### src/rtl/hbf_pkg.sv
// Shared types and default widths for the half-band filter sequencing slice.
// Imported by the coefficient bank, the controller and the bench.
package hbf_pkg;

    localparam int HBF_DATA_W   = 16;
    localparam int HBF_COEFF_W  = 16;
    localparam int HBF_NUM_TAPS = 11;

    typedef enum logic [1:0] {
        IDLE,
        RUN,
        FLUSH,
        WAIT_OUT
    } hbf_ctrl_state_t;

    typedef logic [HBF_COEFF_W-1:0] coeff_t;

endpackage

### src/rtl/hbf_coeff_bank.sv
// Coefficient register bank: guarded write port with error strobe and a flat read bus.
// Tap 0 sits in the least significant COEFF_W bits of o_coeff.
module hbf_coeff_bank
    import hbf_pkg::*;
#(
    parameter int COEFF_W  = HBF_COEFF_W,
    parameter int NUM_TAPS = HBF_NUM_TAPS,
    parameter int ADDR_W   = $clog2(NUM_TAPS)
) (
    input  logic                        i_clk,
    input  logic                        i_rst,
    input  logic                        i_we,
    input  logic                        i_wr_allow,
    input  logic [ADDR_W-1:0]           i_addr,
    input  logic [COEFF_W-1:0]          i_wdata,
    output logic                        o_err,
    output logic [NUM_TAPS*COEFF_W-1:0] o_coeff
);

    logic [COEFF_W-1:0] r_bank [NUM_TAPS];
    logic               w_addr_ok;
    logic               w_wr;

    assign w_addr_ok = (int'(i_addr) < NUM_TAPS);
    assign w_wr      = i_we && i_wr_allow && w_addr_ok;
    // Any write that cannot land (wrong state or out-of-range index) is reported, not applied.
    assign o_err     = i_we && !(i_wr_allow && w_addr_ok);

    always_ff @(posedge i_clk or posedge i_rst) begin
        if (i_rst) begin
            for (int k = 0; k < NUM_TAPS; k++) begin
                r_bank[k] <= '0;
            end
        end else if (w_wr) begin
            r_bank[i_addr] <= i_wdata;
        end
    end

    for (genvar k = 0; k < NUM_TAPS; k++) begin : g_flat
        assign o_coeff[k*COEFF_W +: COEFF_W] = r_bank[k];
    end

endmodule

### src/rtl/hbf_ctrl.sv
// Sequencing controller for the half-band decimator: coefficient bank, slot-gated
// sample feed, zero flush of the delay line and output-count based completion.
module hbf_ctrl
    import hbf_pkg::*;
#(
    parameter int DATA_W   = HBF_DATA_W,
    parameter int COEFF_W  = HBF_COEFF_W,
    parameter int NUM_TAPS = HBF_NUM_TAPS,
    parameter int FILT_DIV = 2,
    parameter int DECIM    = 2,
    parameter int CNT_W    = 16,
    parameter int TIMEOUT  = 256
) (
    input  logic                        clk,
    input  logic                        rst,
    input  logic                        cfg_we,
    input  logic [$clog2(NUM_TAPS)-1:0] cfg_addr,
    input  logic [COEFF_W-1:0]          cfg_wdata,
    input  logic                        start,
    input  logic                        s_valid,
    output logic                        s_ready,
    input  logic [DATA_W-1:0]           s_data,
    input  logic                        s_last,
    output logic                        filt_valid,
    output logic [DATA_W-1:0]           filt_sample,
    output logic [NUM_TAPS*COEFF_W-1:0] filt_coeff,
    input  logic                        filt_out_valid,
    output logic                        busy,
    output logic                        done,
    output logic                        timeout,
    output logic                        cfg_err,
    output logic [CNT_W-1:0]            in_cnt,
    output logic [CNT_W-1:0]            out_cnt
);

    localparam int ADDR_W  = $clog2(NUM_TAPS);
    localparam int DIV_W   = (FILT_DIV > 1) ? $clog2(FILT_DIV) : 1;
    localparam int FLUSH_W = (NUM_TAPS > 2) ? $clog2(NUM_TAPS - 1) : 1;
    localparam int WD_W    = (TIMEOUT > 1) ? $clog2(TIMEOUT) : 1;
    localparam int EXP_W   = CNT_W + ADDR_W;

    hbf_ctrl_state_t    r_state;
    hbf_ctrl_state_t    w_next;
    logic [DIV_W-1:0]   r_div_cnt;
    logic [FLUSH_W-1:0] r_flush_cnt;
    logic [WD_W-1:0]    r_wd_cnt;
    logic [CNT_W-1:0]   r_in_cnt;
    logic [CNT_W-1:0]   r_out_cnt;
    logic               r_filt_valid;
    logic [DATA_W-1:0]  r_filt_sample;
    logic               r_done;
    logic               r_timeout;
    logic               r_cfg_err;

    logic               w_slot;
    logic               w_start_ok;
    logic               w_accept;
    logic               w_flush_push;
    logic               w_flush_last;
    logic               w_wd_expired;
    logic               w_out_met;
    logic [EXP_W-1:0]   w_exp;
    logic               w_bank_err;
    logic               w_s_ready;
    logic               w_busy;

    hbf_coeff_bank #(
        .COEFF_W  (COEFF_W),
        .NUM_TAPS (NUM_TAPS),
        .ADDR_W   (ADDR_W)
    ) u_bank (
        .i_clk      (clk),
        .i_rst      (rst),
        .i_we       (cfg_we),
        .i_wr_allow (r_state == IDLE),
        .i_addr     (cfg_addr),
        .i_wdata    (cfg_wdata),
        .o_err      (w_bank_err),
        .o_coeff    (filt_coeff)
    );

    // Widened so the tap-count offset cannot wrap the expected-output target.
    assign w_exp     = (EXP_W'(r_in_cnt) + EXP_W'(NUM_TAPS - 1)) / EXP_W'(DECIM);
    assign w_out_met = (EXP_W'(r_out_cnt) >= w_exp);

    always_ff @(posedge clk or posedge rst) begin
        if (rst) begin
            r_state <= IDLE;
        end else begin
            r_state <= w_next;
        end
    end

    always_comb begin
        w_next = r_state;
        unique case (r_state)
            IDLE:     if (start) w_next = RUN;
            RUN:      if (w_accept && s_last) w_next = FLUSH;
            FLUSH:    if (w_flush_last) w_next = WAIT_OUT;
            WAIT_OUT: if (w_out_met || w_wd_expired) w_next = IDLE;
            default:  w_next = IDLE;
        endcase
    end

    always_comb begin
        w_slot       = (r_div_cnt == DIV_W'(FILT_DIV - 1));
        w_start_ok   = start && (r_state == IDLE);
        w_s_ready    = (r_state == RUN) && w_slot;
        w_accept     = w_s_ready && s_valid;
        w_flush_push = (r_state == FLUSH) && w_slot;
        w_flush_last = w_flush_push && (r_flush_cnt == FLUSH_W'(NUM_TAPS - 2));
        w_wd_expired = (r_state == WAIT_OUT) && (r_wd_cnt == WD_W'(TIMEOUT - 1));
        w_busy       = (r_state != IDLE);
    end

    // Completion has priority over the watchdog when both fire on the same cycle.
    always_ff @(posedge clk or posedge rst) begin
        if (rst) begin
            r_div_cnt     <= '0;
            r_flush_cnt   <= '0;
            r_wd_cnt      <= '0;
            r_in_cnt      <= '0;
            r_out_cnt     <= '0;
            r_filt_valid  <= 1'b0;
            r_filt_sample <= '0;
            r_done        <= 1'b0;
            r_timeout     <= 1'b0;
            r_cfg_err     <= 1'b0;
        end else begin
            r_filt_valid <= w_accept || w_flush_push;
            if (w_accept) begin
                r_filt_sample <= s_data;
            end else if (w_flush_push) begin
                r_filt_sample <= '0;
            end
            r_done <= (r_state == WAIT_OUT) && (w_out_met || w_wd_expired);

            if ((r_state == RUN) || (r_state == FLUSH)) begin
                r_div_cnt <= w_slot ? '0 : r_div_cnt + 1'b1;
            end else begin
                r_div_cnt <= '0;
            end

            if (w_accept && s_last) begin
                r_flush_cnt <= '0;
            end else if (w_flush_push) begin
                r_flush_cnt <= r_flush_cnt + 1'b1;
            end

            r_wd_cnt <= (r_state == WAIT_OUT) ? r_wd_cnt + 1'b1 : '0;

            if (w_start_ok) begin
                r_in_cnt  <= '0;
                r_out_cnt <= '0;
                r_timeout <= 1'b0;
            end else begin
                if (w_accept && (r_in_cnt != '1)) begin
                    r_in_cnt <= r_in_cnt + 1'b1;
                end
                if (filt_out_valid && w_busy && (r_out_cnt != '1)) begin
                    r_out_cnt <= r_out_cnt + 1'b1;
                end
                if (w_wd_expired && !w_out_met) begin
                    r_timeout <= 1'b1;
                end
            end

            if (w_bank_err) begin
                r_cfg_err <= 1'b1;
            end else if (w_start_ok) begin
                r_cfg_err <= 1'b0;
            end
        end
    end

    assign s_ready     = w_s_ready;
    assign busy        = w_busy;
    assign filt_valid  = r_filt_valid;
    assign filt_sample = r_filt_sample;
    assign done        = r_done;
    assign timeout     = r_timeout;
    assign cfg_err     = r_cfg_err;
    assign in_cnt      = r_in_cnt;
    assign out_cnt     = r_out_cnt;

endmodule

### config.mk
export PLATFORM = sky130hd
export DESIGN_NAME = hbf_ctrl
export DESIGN_NICKNAME = d
export VERILOG_FILES = /design/src/rtl/hbf_pkg.sv /design/src/rtl/hbf_coeff_bank.sv /design/src/rtl/hbf_ctrl.sv
export SDC_FILE = /design/constraint.sdc
export NUM_CORES = 1
export LEC_CHECK = 0
export CAP_MARGIN = 30
export CORE_ASPECT_RATIO = 1.1
export CORE_UTILIZATION = 45
export DETAILED_ROUTE_END_ITERATION = 12
export PLACE_DENSITY = 0.79
export SYNTH_ARGS = -nofsm -noshare
export SYNTH_HDL_FRONTEND = slang
export SYNTH_SLANG_ARGS = --single-unit
### constraint.sdc
create_clock -name clk -period 7.9 [get_ports clk]
set_clock_uncertainty 0.05 [all_clocks]
set_input_delay 1.58 -clock clk [delete_from_list [all_inputs] [get_ports clk]]
set_output_delay 1.58 -clock clk [all_outputs]
set_load 0.01 [all_outputs]
=== Word level (Yosys, flattened, before mapping) ===
Index checks and enable logic that the tools add are counted.

* Register bits after elaboration: 243
* Bits of input ports: 43
* Word-level logic and storage cells: 98

* Bitwise logic cells: 1
* $lt $le $gt $ge: 4
* Add/subtract/negate cells: 6
* Equal/unequal tests: 11
* Muxes and demuxes: 23
* Reduce and logical (&&, ||, !) cells: 31

{| class="wikitable"
|+ Operators with widths
! cell !! number
|-
| bitwise mux 176 bit || 1
|-
| 2-to-1 mux 16 bit || 7
|-
| demux 16 bit (select 4 bit) || 1
|-
| adder 16 x 1 -> 16 bit (second input constant) || 2
|-
| != test 16 bit (second input constant) || 2
|-
| adder 16 x 4 -> 17 bit (second input constant) || 1
|-
| logical AND 1 bit || 17
|-
| greater-or-equal comparator 16 bit || 1
|-
| nonzero test 2 bit || 7
|-
| adder 8 x 1 -> 8 bit (second input constant) || 1
|-
| == test 8 bit (second input constant) || 1
|-
| 2-to-1 mux 2 bit || 4
|-
| 2-to-1 mux 4 bit || 2
|-
| 2-to-1 mux 8 bit || 1
|-
| one-hot mux 2 bit (4 select lines) || 1
|-
| 2-to-1 mux 1 bit || 6
|-
| != test 2 bit (second input constant) || 3
|-
| greater-or-equal comparator 5 bit (second input constant) || 1
|-
| < comparator 5 x 1 -> 1 bit (second input constant) || 1
|-
| NOT 4 -> 5 bit || 1
|-
| adder 4 x 1 -> 4 bit (second input constant) || 1
|-
| == test 2 bit (second input constant) || 2
|-
| == test 4 bit (second input constant) || 1
|-
| < comparator 4 bit (second input constant) || 1
|-
| 7 further kinds || 10
|}

=== Depth between registers and ports, before layout ===
Gate-level depths: netlist of run 1.

* Depth after elaboration: 6
* Mapped depth: 12

=== Modules after synthesis ===
Synthesis of run 1 repeated with hierarchy kept, for this count alone.

* Cells, all modules: 808
* Area total of the unflattened synthesis: 10,513.8 µm²

{| class="wikitable"
|+ By module, submodules not included
! module !! area an instance (µm²) !! times used !! cells each
|-
| hbf_coeff_bank || 6,774.0 || 1 || 406
|-
| hbf_ctrl || 3,739.8 || 1 || 402
|}

=== Least setup slack after synthesis of run 1 ===
Ideal clock, no wire load.

* Path kind: register -> register
* Start point: register r_in_cnt[1], in the netlist in_cnt[1]
* End point: register r_state[1]
* Setup time: 125 ps
* Arrival: 2,962 ps
* Cell stages (with the launch flop): 13
* Path slack: 4,763 ps
* Period minus slack after synthesis: 3,137 ps
* Cell sequence: dfrtp_1 ha_1 o21ai_0 nor2_1 nand3_1 nor2_1 xnor2_1 ha_1 nand4_1 or2_1 nor4_1 o41ai_2 mux2_4

* Longest elaborated chain between the ends: 5

{| class="wikitable"
|+ Ends and longest elaborated chain
! element !! RTL line !! RTL
|-
| start, declared || hbf_ctrl.sv:47 || <nowiki>logic [CNT_W-1:0] r_in_cnt;</nowiki>
|-
| start signal, assigned || hbf_ctrl.sv:158 || <nowiki>r_in_cnt <= r_in_cnt + 1'b1;</nowiki>
|-
| adder 16 x 4 -> 17 bit || hbf_ctrl.sv:83 || <nowiki>assign w_exp = (EXP_W'(r_in_cnt) + EXP_W'(NUM_TAPS - 1)) / EXP_W'(DECIM);</nowiki>
|-
| greater-or-equal comparator 16 bit || hbf_ctrl.sv:84 || <nowiki>assign w_out_met = (EXP_W'(r_out_cnt) >= w_exp);</nowiki>
|-
| logical OR 1 bit || hbf_ctrl.sv:100 || <nowiki>WAIT_OUT: if (w_out_met || w_wd_expired) w_next = IDLE;</nowiki>
|-
| != test 2 bit (no line) || - ||
|-
| AND reduction 4 bit (no line) || - ||
|-
| end signal, assigned || hbf_ctrl.sv:90 || <nowiki>r_state <= w_next;</nowiki>
|-
| end, declared || hbf_ctrl.sv:42 || <nowiki>hbf_ctrl_state_t r_state;</nowiki>
|}

Every way passes these cells.
A chain may end at the register's enable or synchronous reset.

=== Worst setup path after layout of run 1 ===
Same ends and word-level chain as after synthesis.

==> flow_summary.ini, run 1 <==
[outcome]
outcome = completed

[grt]
grt_pass1_wl_um = 43300
grt_start_max_net_pins = 116
overflow = 0
antenna_found_initial = 0
grtUsageTotal_pct = 23.0
number_of_global_route_vias_before_repair = 7683

[worst_hold_path]
hold_path_depth = 1
timing.hold.worst.start = r_wd_cnt[0]
worst_hold_path.endpoint = r_wd_cnt[0]
min_path_type = register to register

[critical_path]
critical_path_type = register to register
critical_path_s_largest_stage_delay_ps = 760
rr_startpoint = in_cnt[1]
critical_path_source_type = register
reg2reg_setup_slack_ps = 4110
cp_data_required_time_ps = 8270
critical_path_peak_fanout = 6
timing.critical_path.to_type = register
data_arrival_time_at_the_worst_slack_endpoint_ps = 4160
crit_slowest_cell = nor4_1
worst-r2r-cell-count = 12
worstReg2RegEnd = r_state[1]
crit_chain = ha_1 > o21ai_0 > nor2_1 > nand3_1 > nor2_1 > xnor2_1 > ha_1 > nand4_1 > or2_1 > nor4_1 > o41ai_2 > mux2_4

[pwr]
seqPwrFrac_pct = 38.2
power.density_cell_area_mw_per_mm2 = 355
power.ir.vdd_worst_mv = 0.234
power.internal_w = 0.00362
total_switching_power_w = 0.00155
combPwrFrac_pct = 37.0
clockPowerShare_pct = 24.9
power.share.switching_pct = 30.0
power.static_leakage_nw = 6.56

[placement]
place_area_mm2 = 0.0136
detailed_place_hpwl_um = 19300
gp_congestion = 0.877
numPortBuffers = 272

[sta]
timing.fmax_mhz = 264
tightestPinTransition_ps = 981
finalSetupViolCount = 0
fin_crit_sh_pct = 48.0
tns_ps = 0
grt_setup_unrepaired = false
worst_slew_margin_rel_pct = 34.5
pins_over_their_slew_limit = 0
hold_viol_final = 0
final_critical_path_time_including_i_o_delays_and_setup_ps = 3790

[clock_tree]
clk-insertion-delay-late_ps = 530
post-cts-setup-buffers = 0
clock_root_buffer = clkbuf_16
ctsHtreeMaxLevel = 1
cts.reportedPaths.clkPinSlew_ps = 60
postCtsHoldBufs = 0
cts_made_buffers = 27
tritoncts = built
cts.sink_count = 243
post_cts_resize_count = 0
max-clock-path-buffers = 3

[synth]
synth_sequential_area_ratio_pct = 57.1
synthesis.area_mm2 = 0.0106
synth_top_area_share_pct = 57.1
yosysUniqueCellTypes = 59
netlist.top_cell.by_area = dfrtp_1
synth_ff_type = dfrtp_1
async_sr_flop_fraction_pct = 100
netlist_instances = 812
net_count_after_synthesis = 882
synthesis.area_per_instance_um2 = 13.1
synthesis_stage_register_bit_count = 243
netlist_top_cells_area = dfrtp_1 57%, mux2_2 16%, ha_1 3.2%
ys_warn_count = 0
synth_edf_count = 0

[cells_and_area]
mostFrequentLayoutCell = clkdlybuf4s50_1
final_layout_size_suffix_gt1_share_pct = 23.5
antenna_cells_inserted = 0
fill_cells = 1739
final_area_mm2 = 0.0145
most_used_cells_in_the_layout_excluding_fill_and_tap_cells = 272 x clkdlybuf4s50_1, 243 x dfrtp_1, 155 x mux2_2, 59 x nand2_1, 51 x nor2_1
area.growth.synth_to_final_pct = 36.6
design.final.nets = 1148

[routing]
wl_per_cell_um = 19.7
via_count = 7376
drc = 0
drt_pre_antenna_iters = 4
routed_wirelength_um = 27500
via_per_inst = 5.28
drt_iter0_markers = 301
postRouteAntennaNets = 0

[die]
die_y_um = 163
die_area_mm2 = 0.0243
start_util_pct = 46.1
die_w_um = 149
core-area_mm2 = 0.0231
fp-row-count = 58
io_pins = 273

[run]
max_cap_violations = 0
==> cell families after synthesis <==
group	synth area share, %
AND/OR/NAND/NOR	10.5
flip-flops	57.1
adder cells (fa/ha/maj)	3.17
buffers and inverters	2.61
multiplexers	19.8
AO/OA/AOI/OAI	2.95
XOR/XNOR	3.87
==> metrics by stage <==
step,total power [W],utilization (%),hold slack (ps),cells,setup slack (ps)
floorplan,0.00277,-,388,812,3080
CTS,0.00522,63.0,444,1395,4100
global route,0.00544,63.0,457,1396,3800
finish,0.00516,63.0,439,1396,4110
global placement,0.00385,59.0,409,1348,3960
detailed placement,0.00391,59.0,434,1348,3860
==> synthesized netlist by cell type (4+ instances only) <==
cell type,instances
and3_1,4
mux2i_1,4
a211oi_1,6
nand3_1,28
xor2_1,10
nor2_2,4
inv_1,11
a21oi_1,18
nand2_1,59
ha_1,27
mux2_2,155
clkbuf_1,25
nor3_1,13
dfrtp_1,243
xnor2_1,37
mux2_4,21
nor2_1,51
nand4_1,11
o21ai_0,8
buf_2,13
or3_1,4
nor4_1,4
==> power groups by stage <==
stage | combinational, W | clock [W] | sequential (W)
2_1_floorplan | 0.000617 | 0 | 0.00216
3_3_place_gp | 0.00189 | 0 | 0.00196
3_5_place_dp | 0.00192 | 0 | 0.00199
4_1_cts | 0.00193 | 0.00132 | 0.00197
5_1_grt | 0.00204 | 0.00137 | 0.00203
6_report | 0.00191 | 0.00128 | 0.00197
==> how the worst max path moves through the flow <==
stage,slack [ps],cells after the start,endpoint,startpoint
2_1_floorplan,3080,1,cfg_err,rst
3_3_place_gp,3960,6,r_state[1],s_valid
3_5_place_dp,3860,6,r_state[1],s_valid
4_1_cts,4100,12,r_state[1],in_cnt[1]
5_1_grt,3800,12,r_state[1],in_cnt[1]
6_report,4110,12,r_state[1],in_cnt[1]
==> critical path, delay by kind of cell (launching register included) <==
| kind | cells | cell delay [ps] |
|---|---|---|
| adder cells (fa/ha/maj) | 2 | 620 |
| AND/OR/NAND/NOR | 6 | 1690 |
| AO/OA/AOI/OAI | 2 | 370 |
| XOR/XNOR | 1 | 100 |
| flip-flops | 1 | 510 |
| multiplexers | 1 | 320 |
==> final cells by class <==
cell class                      count  area, um2  area share (%)
Timing Repair Buffer              283       2830            19.4
Inverter                           12       48.8           0.335
Multi-Input combinational cell    511       4290            29.5
Clock inverter                      9        119           0.817
Tap cell                          300        375            2.58
Sequential cell                   243       6080            41.8
Clock buffer                       38        807            5.55
==> layer usage <==
metal  part of all wire [%]  wire, um  vias up  track usage, %
met5                      0         0        -               0
met4                    3.7      1020        0            9.56
met3                    7.3      2010       54            5.67
met2                     48     13200      254            37.7
met1                     41     11300     3708            29.0
li1                       -         -     3360               -
==> state kept, by name, summed over array words and instances (netlist names) <==
name	count
in_cnt	16
out_cnt	16
filt_valid	1
r_flush_cnt	4
filt_sample	16
r_state	2
cfg_err	1
done	1
u_bank.o_coeff	176
r_wd_cnt	8
r_div_cnt	1
timeout	1
Power figures use the tool's default switching activity.
==> inputs of run 2 (changes only) <==
==> constraint.sdc (replaced) <==
create_clock -name clk -period 3 [get_ports clk]
set_clock_uncertainty 0.05 [all_clocks]
set_input_delay 0.6 -clock clk [delete_from_list [all_inputs] [get_ports clk]]
set_output_delay 0.6 -clock clk [all_outputs]
set_load 0.01 [all_outputs]
==> run 2 against run 1 <==
Compared with the run above:
- register-to-register slack worse by 4000 ps
- final cell count is 2.2% higher
- maximum frequency is 33% higher
- clock power is 140% higher
- combinational power grew to 2.7 times the previous value
- die area stayed put
- highest routed layer unchanged
- critical path depth is 1 higher
- routed wire length is 1.3% higher
- largest cell class unchanged
- hold slack worse by 74 ps
- sequential share of layout area is 0.53 points lower
==> flow_summary.ini, run 2 (same netlist as run 1, synthesis figures left out) <==
[outcome]
outcome = completed

[die]
die_w_um = 149
fp-row-count = 58
start_util_pct = 46.1
die_y_um = 163
core-area_mm2 = 0.0231
io_pins = 273
die_area_mm2 = 0.0243

[clock_tree]
clock_root_buffer = clkbuf_16
clk-insertion-delay-late_ps = 520
postCtsHoldBufs = 0
ctsHtreeMaxLevel = 1
cts_made_buffers = 25
cts.sink_count = 243
cts.reportedPaths.clkPinSlew_ps = 60
max-clock-path-buffers = 3
tritoncts = built

[critical_path]
critical_path_peak_fanout = 3
critical_path_type = register to register
data_arrival_time_at_the_worst_slack_endpoint_ps = 3200
rr_startpoint = in_cnt[1]
timing.critical_path.to_type = register
cp_data_required_time_ps = 3360
startpoint_of_the_worst_setup_timing_path = in_cnt[1]
critical_path_source_type = register

[grt]
overflow = 0
number_of_global_route_vias_before_repair = 7966
grt_start_max_net_pins = 101
antenna_found_initial = 0
grt_pass1_wl_um = 44100
grtUsageTotal_pct = 23.3

[placement]
numPortBuffers = 272
gp_congestion = 0.886
detailed_place_hpwl_um = 19600
place_worst_setup_slack_ps = -30.1
dp_cells = 1383
place_area_mm2 = 0.0139

[pwr]
power.ir.vdd_worst_mv = 0.624
power.density_cell_area_mw_per_mm2 = 911
power.static_leakage_nw = 6.69
fin_total_pwr_w = 0.0134

[cells_and_area]
most_used_cells_in_the_layout_excluding_fill_and_tap_cells = 272 x clkdlybuf4s50_1, 242 x dfrtp_1, 155 x mux2_2, 59 x nand2_1, 51 x nor2_1
final_area_mm2 = 0.0147
largest_register_ffs = 176
antenna_cells_inserted = 0
design.final.nets = 1180
final_layout_size_suffix_gt1_share_pct = 26.0
fill_cells = 1802
area.growth.synth_to_final_pct = 38.4
fin_util_pct = 63.9
mostFrequentLayoutCell = clkdlybuf4s50_1
stdcell_count = 1427

[worst_hold_path]
min_path_type = input port to asynchronous set/reset pin

[routing]
drc = 0
routed_wirelength_um = 27800
via_count = 7482
via_per_inst = 5.24
drt_iter0_markers = 248
postRouteAntennaNets = 0
wl_per_cell_um = 19.5
drt_pre_antenna_iters = 5

[sta]
worst_slew_margin_rel_pct = 49.5
hold_viol_final = 0
pins_over_their_slew_limit = 0
timing.fmax_mhz = 351
final_critical_path_time_including_i_o_delays_and_setup_ps = 2850
layout_setup_ws_ps = 153
tightestPinTransition_ps = 756
grt_setup_unrepaired = false
finalSetupViolCount = 0
fin_crit_sh_pct = 94.9

[run]
max_cap_violations = 0
-- run 2: changes by cell type in the layout (fill, tap and decap cells not counted), moves of 2 or more --
cell | before | now
buf_4 | 9 | 43
clkbuf_16 | 27 | 25
clkinv_2 | 3 | 7
clkbuf_8 | 9 | 5
-- run 2: critical path: stages (launching register included) --
cell	delay [ps]
dfrtp_1	380
ha_1	220
o21ai_2	150
nor2_1	70
nand3_1	140
nor2_1	80
xnor2_1	140
ha_1	310
nand4_1	130
or2_4	290
o22ai_1	210
o41ai_2	120
buf_4	150
mux2_4	290
-- run 2: path summary, 6_finish.rpt --
kind | end | slack, ps | cells after the start
max in group asynchronous | u_bank.o_coeff[109] | 1690 | 3
hold reg to reg | r_wd_cnt[0] | 420 | 1
setup / recovery | r_state[1] | 150 | 13
hold / removal | u_bank.o_coeff[68] | 360 | 2
setup reg to reg | r_state[1] | 150 | 13
min in group clk | r_wd_cnt[0] | 420 | 1
-- run 2: through the flow --
stage / TNS, ps / hold slack [ps]
floorplan: -204070 / 388
global placement: 0 / 411
detailed placement: -30.1 / 419
CTS: 0 / 357
global route: 0 / 374
finish: 0 / 365
-- run 2: final cells by class --
class	instances	area (um2)	share of cell area, %
Multi-Input combinational cell	511	4320	29.3
Inverter	12	48.8	0.331
Tap cell	300	375	2.55
Clock inverter	11	123	0.832
Clock buffer	33	706	4.79
Sequential cell	243	6080	41.3
Timing Repair Buffer	317	3090	20.9
-- run 2: power breakdown --
part | internal, W | switching [W] | total, W
clock | 0.00183 | 0.00128 | 0.00311
sequential | 0.00447 | 0.000706 | 0.00517
combinational | 0.00309 | 0.00206 | 0.00514
total | 0.00939 | 0.00405 | 0.0134
-- run 2: layer usage --
layer	part of all wire (%)	up-vias	wire [um]	track usage (%)
met4	3.8	0	1070	9.75
met1	41	3778	11300	28.4
li1	-	3427	-	-
met5	0	-	0	0
met2	49	208	13800	39.4
met3	6.1	69	1680	5.45
-- run 2: repair_timing --
| item | 4_1_cts | 5_1_grt |
|---|---|---|
| setup endpoints to repair | 1 | 2 |
| pin swaps | 0 | 1 |
| setup buffers | 0 | 0 |
| gates resized for setup | 2 | 3 |
